File: config.mk
export PLATFORM = sky130hd
export DESIGN_NAME = hdng_err_gen
export DESIGN_NICKNAME = d
export VERILOG_FILES = /design/src/rtl/hdng_err_gen.sv
export SDC_FILE = /design/constraint.sdc
export NUM_CORES = 1
export LEC_CHECK = 0
export CAP_MARGIN = 15
export CORE_UTILIZATION = 50
export CTS_CLUSTER_SIZE = 10
export DETAILED_ROUTE_END_ITERATION = 10
export MAX_ROUTING_LAYER = met4
export PLACE_DENSITY = 0.76
export SETUP_SLACK_MARGIN = 0.4
export SLEW_MARGIN = 10
export SYNTH_ARGS = -nofsm -noshare
export SYNTH_HDL_FRONTEND = slang
export SYNTH_SLANG_ARGS = --single-unit
File: constraint.sdc
create_clock -name clk -period 7.2 [get_ports clk]
set_input_delay 2.16 -clock clk [delete_from_list [all_inputs] [get_ports clk]]
set_output_delay 2.16 -clock clk [all_outputs]
set_load 0.05 [all_outputs]
File: src/rtl/hdng_err_gen.sv
// hdng_err_gen -- heading integrator and saturated heading-error generator.
//
// Calibrates a yaw-rate offset by averaging 2^CAL_LOG2 samples. After
// calibration, integrates offset-corrected yaw rate into a 24-bit wrapping
// accumulator and produces a saturated signed heading error against a
// desired heading.
//
// Ports:
//   clk        in   system clock, rising edge
//   rst_n      in   asynchronous active-low reset
//   strt_cal   in   one-cycle pulse: (re)start offset calibration
//   vld        in   one-cycle strobe: yaw_rt holds a new sample
//   yaw_rt     in   [15:0] signed raw yaw rate
//   dsrd_hdng  in   [11:0] desired heading (circular, one turn = 4096)
//   heading    out  [11:0] integrated heading (accumulator bits [23:12])
//   err_sat    out  [9:0]  signed heading error clamped to [-512,511]
//   hdng_vld   out  one-cycle pulse: err_sat is fresh
//   cal_done   out  level: calibration has completed
module hdng_err_gen #(
  parameter int unsigned CAL_LOG2 = 4
) (
  input  logic        clk,
  input  logic        rst_n,
  input  logic        strt_cal,
  input  logic        vld,
  input  logic [15:0] yaw_rt,
  input  logic [11:0] dsrd_hdng,
  output logic [11:0] heading,
  output logic [9:0]  err_sat,
  output logic        hdng_vld,
  output logic        cal_done
);

  typedef enum logic [1:0] {IDLE, CAL, RUN} state_e;

  state_e              state_q;
  logic [CAL_LOG2-1:0] cnt_q;
  logic [19:0]         sum_q;
  logic [15:0]         offset_q;
  logic [23:0]         acc_q;
  logic [9:0]          err_q;
  logic                hv_q;
  logic                done_q;
  logic                pend_q;

  logic [19:0]         sum_d;
  logic signed [19:0]  sum_shr;
  logic [16:0]         diff;
  logic [23:0]         acc_d;
  logic [11:0]         err12;
  logic [9:0]          err_d;

  always_comb begin
    sum_d   = sum_q + {{4{yaw_rt[15]}}, yaw_rt};
    sum_shr = $signed(sum_d) >>> CAL_LOG2;
    diff    = {yaw_rt[15], yaw_rt} - {offset_q[15], offset_q};
    acc_d   = acc_q + {{7{diff[16]}}, diff};
    // Modulo-4096 subtraction read as signed gives the shortest-path error.
    err12   = acc_q[23:12] - dsrd_hdng;
    if ($signed(err12) > $signed(12'sd511)) begin
      err_d = 10'h1FF;
    end else if ($signed(err12) < $signed(-12'sd512)) begin
      err_d = 10'h200;
    end else begin
      err_d = err12[9:0];
    end
  end

  always_ff @(posedge clk or negedge rst_n) begin
    if (!rst_n) begin
      state_q  <= IDLE;
      cnt_q    <= '0;
      sum_q    <= '0;
      offset_q <= '0;
      acc_q    <= '0;
      err_q    <= '0;
      hv_q     <= 1'b0;
      done_q   <= 1'b0;
      pend_q   <= 1'b0;
    end else begin
      hv_q   <= 1'b0;
      pend_q <= 1'b0;
      // Error is registered one edge after the accumulator update; a
      // coincident strt_cal drops it so no pulse escapes into CAL.
      if (pend_q && !strt_cal) begin
        err_q <= err_d;
        hv_q  <= 1'b1;
      end
      if (strt_cal) begin
        state_q <= CAL;
        cnt_q   <= '0;
        sum_q   <= '0;
        acc_q   <= '0;
        done_q  <= 1'b0;
      end else begin
        case (state_q)
          IDLE: ;
          CAL: begin
            if (vld) begin
              sum_q <= sum_d;
              cnt_q <= cnt_q + 1'b1;
              if (cnt_q == '1) begin
                offset_q <= sum_shr[15:0];
                done_q   <= 1'b1;
                state_q  <= RUN;
              end
            end
          end
          RUN: begin
            if (vld) begin
              acc_q  <= acc_d;
              pend_q <= 1'b1;
            end
          end
          default: state_q <= IDLE;
        endcase
      end
    end
  end

  assign heading  = acc_q[23:12];
  assign err_sat  = err_q;
  assign hdng_vld = hv_q;
  assign cal_done = done_q;

endmodule

# Word level (Yosys, flattened, before mapping)
# Index checks and enable logic that the tools add are counted.
[totals] ff_bits=79
[classes] addsub=5 magnitude_cmp=2 eq_ne=6 n_mux=23 n_bitwise=1 n_reduce_logical=13
[op_table] operator="two-way mux 24 bit" count=3
[op_table] operator="two-way mux 20 bit" count=3
[op_table] operator="adder 24 bit" count=1
[op_table] operator="adder 20 bit" count=1
[op_table] operator="two-way mux 10 bit" count=2
[op_table] operator="subtractor 16 x 16 -> 17 bit" count=1
[op_table] operator="greater-than comparator 12 x 10 -> 1 bit (second input constant)" count=1
[op_table] operator="less-than comparator 12 x 10 -> 1 bit (second input constant)" count=1
[op_table] operator="two-way mux 4 bit" count=3
[op_table] operator="subtractor 12 bit" count=1
[op_table] operator="two-way mux 1 bit" count=8
[op_table] operator="nonzero test 2 bit" count=4
[op_table] operator="two-way mux 2 bit" count=3
[op_table] operator="!= test 3 bit (second input constant)" count=2
[op_table] operator="AND reduction 3 bit" count=2
[op_table] operator="adder 4 x 1 -> 4 bit (second input constant)" count=1
[op_table] operator="== test 4 bit (second input constant)" count=1
[op_table] operator="one-hot mux 2 bit (2 select lines)" count=1
[op_table] operator="AND reduction 2 bit" count=2
[op_table] operator="AND reduction 4 bit" count=1
[op_table] operator="== test 2 x 1 -> 1 bit (second input constant)" count=1
[op_table] operator="== test 2 bit (second input constant)" count=1
[op_table] operator="logical NOT 2 bit" count=1
[op_table] operator="!= test 2 x 1 -> 1 bit (second input constant)" count=1
[op_table] operator="4 further kinds" count=4

# Longest topological paths before layout
[logic_depth] ltp_word=5 ltp_mapped=19 mapped_depth_nobuf=19

# Worst setup path before layout
# Ideal clock, no wire load.
[synth_timing] path_type="in2reg" start="input yaw_rt[0]" end="register acc_q[23]" setup_ns=0.128 arrival_ns=5.780 slack_ns=1.292 path_stages=19 path_cell_list="inv_1 -> ha_1 -> fa_1 -> nand2b_1 -> a21oi_1 -> o21ai_0 -> a311oi_1 -> o21a_1 -> o21a_1 -> o41a_1 -> xor2_1 -> ha_1 -> a21o_1 -> a21o_1 -> a21oi_1 -> o211ai_2 -> a311oi_2 -> mux2i_1 -> mux2_1"
[synth_via] elab_chain_cells=5
[synth_lines] element="start: declaration" line="26" rtl="input logic [15:0] yaw_rt,"
[synth_lines] element="subtractor 16 x 16 -> 17 bit" line="56" rtl="diff = {yaw_rt[15], yaw_rt} - {offset_q[15], offset_q};"
[synth_lines] element="adder 24 bit" line="57" rtl="acc_d = acc_q + {{7{diff[16]}}, diff};"
[synth_lines] element="two-way mux 24 bit" line="110" rtl="if (vld) begin"
[synth_lines] element="two-way mux 24 bit" line="96" rtl="case (state_q)"
[synth_lines] element="two-way mux 24 bit" line="89" rtl="if (strt_cal) begin"
[synth_lines] element="end signal: assignment" line="75" rtl="acc_q <= '0;"
[synth_lines] element="end signal: assignment" line="93" rtl="acc_q <= '0;"
[synth_lines] element="end signal: assignment" line="111" rtl="acc_q <= acc_d;"
[synth_lines] element="end: declaration" line="40" rtl="logic [23:0] acc_q;"
# Every way passes these cells. The select of a mux whose other input is x is not followed.
# A chain may end at the register's enable or synchronous reset.

# Worst setup path in the final report
# Ends and elaborated chain as after synthesis.

==> metrics.md <==
| Metric | Value |
|---|---|
| Maximum Capacitance Violations | `0` |
| Number of enable flip-flop cells after synthesis | `0` |
| Vias per cell | `5.54` |
| CTS sink count | `79` |
| WL/cell | `14.4 um` |
| Routed via count | `5586` |
| Initial antenna violation count | `0` |
| GRT Residual Overflow | `0` |
| Layout cells sized above 1 | `5.85%` |
| Slew headroom | `a little under a third` |
| TritonCTS clock tree | `yes` |
| Cell area power density | `172 nW/um^2` |
| Maximum level of the CTS H-tree | `3` |
| Number of buffers inserted by post-CTS setup repair | `0` |
| Element type at the critical path end | `register` |
| Die Height | `about 120 um` |
| Final WL | `14.5 mm` |
| Maximum fanout count along the critical path | `5` |
| Run status | `finished clean` |
| Area share of the largest cell type after synthesis | `30.0%` |
| Min cycle time layout | `6390 ps` |
| Detailed placer's ending HPWL | `10.6 mm` |
| Final hold viol count | `0` |
| Flip-flop cell with the highest count after synthesis | `sky130_fd_sc_hd__dfrtp_1` |
| Cell count after synthesis | `794` |
| Global routing usage summed across all routing layers | `around a quarter` |
| Setup-failing EPs final | `0` |
| Number of clock buffers inserted by TritonCTS | `9` |
| NumNets Final | `939` |
| RePlAce Congestion | `0.840` |
| Net count of the mapped netlist | `900` |
| Core Footprint | `12700 um^2` |
| Power after layout | `1.30 mW` |
| Synthesis warning total | `0` |
| Timing-limited maximum frequency | `156 MHz` |
| Standby leakage power | `3.47 nW` |
| Number of buffers on the longest clock path | `2` |
| Largest vdd supply drop | `0.137 mV` |
| Number of ports placed on the die boundary | `56` |
| Most area-hungry cell type in the Yosys netlist | `sky130_fd_sc_hd__dfrtp_1` |
| Number of global-route vias before repair | `between 5000 and 6000` |
| Setup CP Type | `in2reg` |
| Fin Clk Skew | `4.95 ps` |
| RSZ-0062 raised after global routing | `false` |
| Sequential share of the synthesized area | `around 30%` |
| Global-route wire length before repair | `24.7 mm` |
| Synth Area per Inst | `around 8.3 um^2` |
| Max-slew violations | `0` |
| Final antenna-violating net count | `0` |
| Count of distinct cell types in the synthesized netlist | `66` |
| Final worst path period share | `88.8%` |
| Clock edge transition at the registers on the reported setup and hold paths | `around 60 ps` |
| Placement-stage cell area | `7220 um^2` |
| Endpoint required time on the critical path | `7430 ps` |
| Die span in x | `~120 um` |
| Maximum number of pins on one net before global-route repair | `80` |
| Area added between synthesis and finish | `14.4%` |
| Post-Synthesis Cell Area | `6590 um^2` |
| Area of all placed cells without fillers | `7540 um^2` |
| Total negative slack for setup checks | `0 ps` |
| Leading post-synthesis cells by cell area | `sky130_fd_sc_hd__dfrtp_1 (30%), sky130_fd_sc_hd__ha_1 (13%), sky130_fd_sc_hd__nand2_1 (5.9%)` |
| Tightest Pin Transition | `1030 ps` |
| Cell row count | `41` |
| Clock insertion delay at the later pin of the skew report | `350 ps` |
| Classification of the worst-slack hold path | `reg2reg` |
| Number of detailed-route iterations in the first pass | `5` |
| DRC violation count after routing | `0` |
| Number of diodes | `0` |
| Initial core utilization | `51.8%` |
| Die area | `13600 um^2` |
| Number of input and output port buffers inserted | `55` |
| CP startpoint kind | `input pin` |
| Arrival time at the worst endpoint | `6630 ps` |
| Cell chosen for the clock root | `sky130_fd_sc_hd__clkbuf_16` |
| Synthesis-stage register bit count | `79` |
| DR iter-0 viols | `254` |
| Share of synthesized registers carrying an async set or reset | `100%` |
[kinds of logic after synthesis]
| family | Yosys count | synth area share [%] |
|---|---|---|
| muxes | 14 | 2.30 |
| buffers and inverters | 79 | 5.26 |
| adders and majority gates | 74 | 14.5 |
| AOI/OAI and AO/OA | 216 | 20.6 |
| and+or+nand+nor | 280 | 20.3 |
| DFF | 79 | 30.0 |
| xor gates and xnor gates | 52 | 7.02 |
[placed cells by master, fill, tap and decap left out, types with 3 or more instances in the layout]
cell and count:
sky130_fd_sc_hd__nand3b_1 9, sky130_fd_sc_hd__a211oi_1 7, sky130_fd_sc_hd__a21o_1 21, sky130_fd_sc_hd__buf_4 6, sky130_fd_sc_hd__o21a_1 10, sky130_fd_sc_hd__nand3_1 17
sky130_fd_sc_hd__nor3_1 19, sky130_fd_sc_hd__and3_1 10, sky130_fd_sc_hd__nand4b_1 4, sky130_fd_sc_hd__ha_1 70, sky130_fd_sc_hd__nand2b_1 12, sky130_fd_sc_hd__xnor2_1 33
sky130_fd_sc_hd__fa_1 4, sky130_fd_sc_hd__o31ai_1 6, sky130_fd_sc_hd__mux2_2 8, sky130_fd_sc_hd__o21ai_1 14, sky130_fd_sc_hd__nor2_1 59, sky130_fd_sc_hd__dfrtp_1 79
sky130_fd_sc_hd__and2_1 6, sky130_fd_sc_hd__xor2_1 18, sky130_fd_sc_hd__inv_1 47, sky130_fd_sc_hd__clkdlybuf4s50_1 53, sky130_fd_sc_hd__mux2i_1 5, sky130_fd_sc_hd__or3_1 8
sky130_fd_sc_hd__o211ai_1 3, sky130_fd_sc_hd__a31oi_1 6, sky130_fd_sc_hd__clkbuf_16 9, sky130_fd_sc_hd__o21ai_0 44, sky130_fd_sc_hd__nor3b_1 3, sky130_fd_sc_hd__a21oi_1 72
sky130_fd_sc_hd__a211oi_2 3, sky130_fd_sc_hd__nand4_1 4, sky130_fd_sc_hd__nor2b_1 10, sky130_fd_sc_hd__or2_2 5, sky130_fd_sc_hd__nand2_1 104, sky130_fd_sc_hd__o21bai_1 7
[cell type report]
cell class / instances / area, um^2
inverters: 47 / 176
multi-input cells: 636 / 4280
clock buffers: 11 / 243
repair buffers: 60 / 581
flip-flops and latches: 79 / 1980
clock inverters: 4 / 70.1
fillers: 1175 / 5180
well taps: 172 / 215
[power breakdown]
part           switching [mW]  leakage, nW  internal, mW
registers              0.0113         1.08         0.463
clock network           0.183        0.155         0.310
logic                   0.189         2.23         0.139
[cells in the mapped netlist (all sizes together), types with 3 or more instances]
| master | n |
|---|---|
| clkbuf | 16 |
| or3 | 8 |
| nand3 | 17 |
| nand3b | 9 |
| o21a | 10 |
| nor2 | 59 |
| a211oi | 10 |
| nor3 | 20 |
| o31ai | 6 |
| and2 | 6 |
| o211ai | 4 |
| nor4 | 3 |
| nand4b | 4 |
| nor2b | 10 |
| a21o | 22 |
| buf | 16 |
| nand2 | 104 |
| or2 | 6 |
| fa | 4 |
| nor3b | 3 |
| o21bai | 7 |
| mux2 | 9 |
| a21boi | 3 |
| a31oi | 6 |
| dfrtp | 79 |
| mux2i | 5 |
| nand2b | 12 |
| and3 | 10 |
| nand4 | 4 |
| a21oi | 73 |
| xnor2 | 34 |
| inv | 47 |
| xor2 | 18 |
| o21ai | 58 |
| ha | 70 |
[per-stage QoR]
stage / hold WS [ps] / util (%) / instances / setup WS, ps
after floorplan: 450 / - / 794 / 1290
after global placement: 462 / 56.7 / 994 / 475
after detailed placement: 470 / 56.7 / 994 / 344
after CTS: 483 / 59.2 / 1009 / 709
after global routing: 510 / 59.3 / 1009 / 441
final: 477 / 59.3 / 1009 / 806
[worst paths after layout]
kind,slack (ps),end,from,depth (start not counted)
max,810,acc_q[23]$_DFFE_PN0P_,yaw_rt[0],20
min,480,offset_q[10]$_DFFE_PN0P_,offset_q[10]$_DFFE_PN0P_,2
max reg2reg,2760,acc_q[23]$_DFFE_PN0P_,offset_q[0]$_DFFE_PN0P_,18
min reg2reg,480,offset_q[10]$_DFFE_PN0P_,offset_q[10]$_DFFE_PN0P_,2
max in group asynchronous,4550,err_sat[6]$_DFFE_PN0P_,rst_n,1
min in group asynchronous,1980,sum_q[11]$_DFFE_PN0P_,rst_n,1
[worst max-delay path: stages]
cell	delay [ps]
sky130_fd_sc_hd__clkdlybuf4s50_1	480
sky130_fd_sc_hd__inv_1	50
sky130_fd_sc_hd__ha_1	220
sky130_fd_sc_hd__fa_1	410
sky130_fd_sc_hd__nand2b_1	160
sky130_fd_sc_hd__a21oi_1	170
sky130_fd_sc_hd__o21ai_0	140
sky130_fd_sc_hd__a311oi_2	300
sky130_fd_sc_hd__o21a_1	200
sky130_fd_sc_hd__o21a_1	130
sky130_fd_sc_hd__o41a_1	140
sky130_fd_sc_hd__xor2_1	190
sky130_fd_sc_hd__ha_1	310
sky130_fd_sc_hd__a21o_1	200
sky130_fd_sc_hd__a21o_1	170
sky130_fd_sc_hd__a21oi_1	200
sky130_fd_sc_hd__o211ai_2	170
sky130_fd_sc_hd__a311oi_2	240
sky130_fd_sc_hd__mux2i_1	240
sky130_fd_sc_hd__mux2_1	330
[sequential cells by signal, indices dropped and copies added (netlist names)]
| name | count |
|---|---|
| acc_q | 24 |
| sum_q | 20 |
| offset_q | 16 |
| err_sat | 10 |
| cnt_q | 4 |
| state_q | 2 |
| cal_done | 1 |
| hdng_vld | 1 |
| pend_q | 1 |
[per-layer routing]
metal	global-route usage [%]	routed length, um	vias to the layer above
met3	3.14	422	25
met2	40.5	6970	103
met1	29.6	6880	2589
met5	-	0	-
li1	-	-	2869
met4	7.93	244	0
[what timing repair did]
item | 4_1_cts | 5_1_grt
endpoints found under the setup margin | 0 | 1
hold buffers | 0 | 0
gates resized for setup | 0 | 1
No activity file was read; power rests on OpenSTA's default activity.
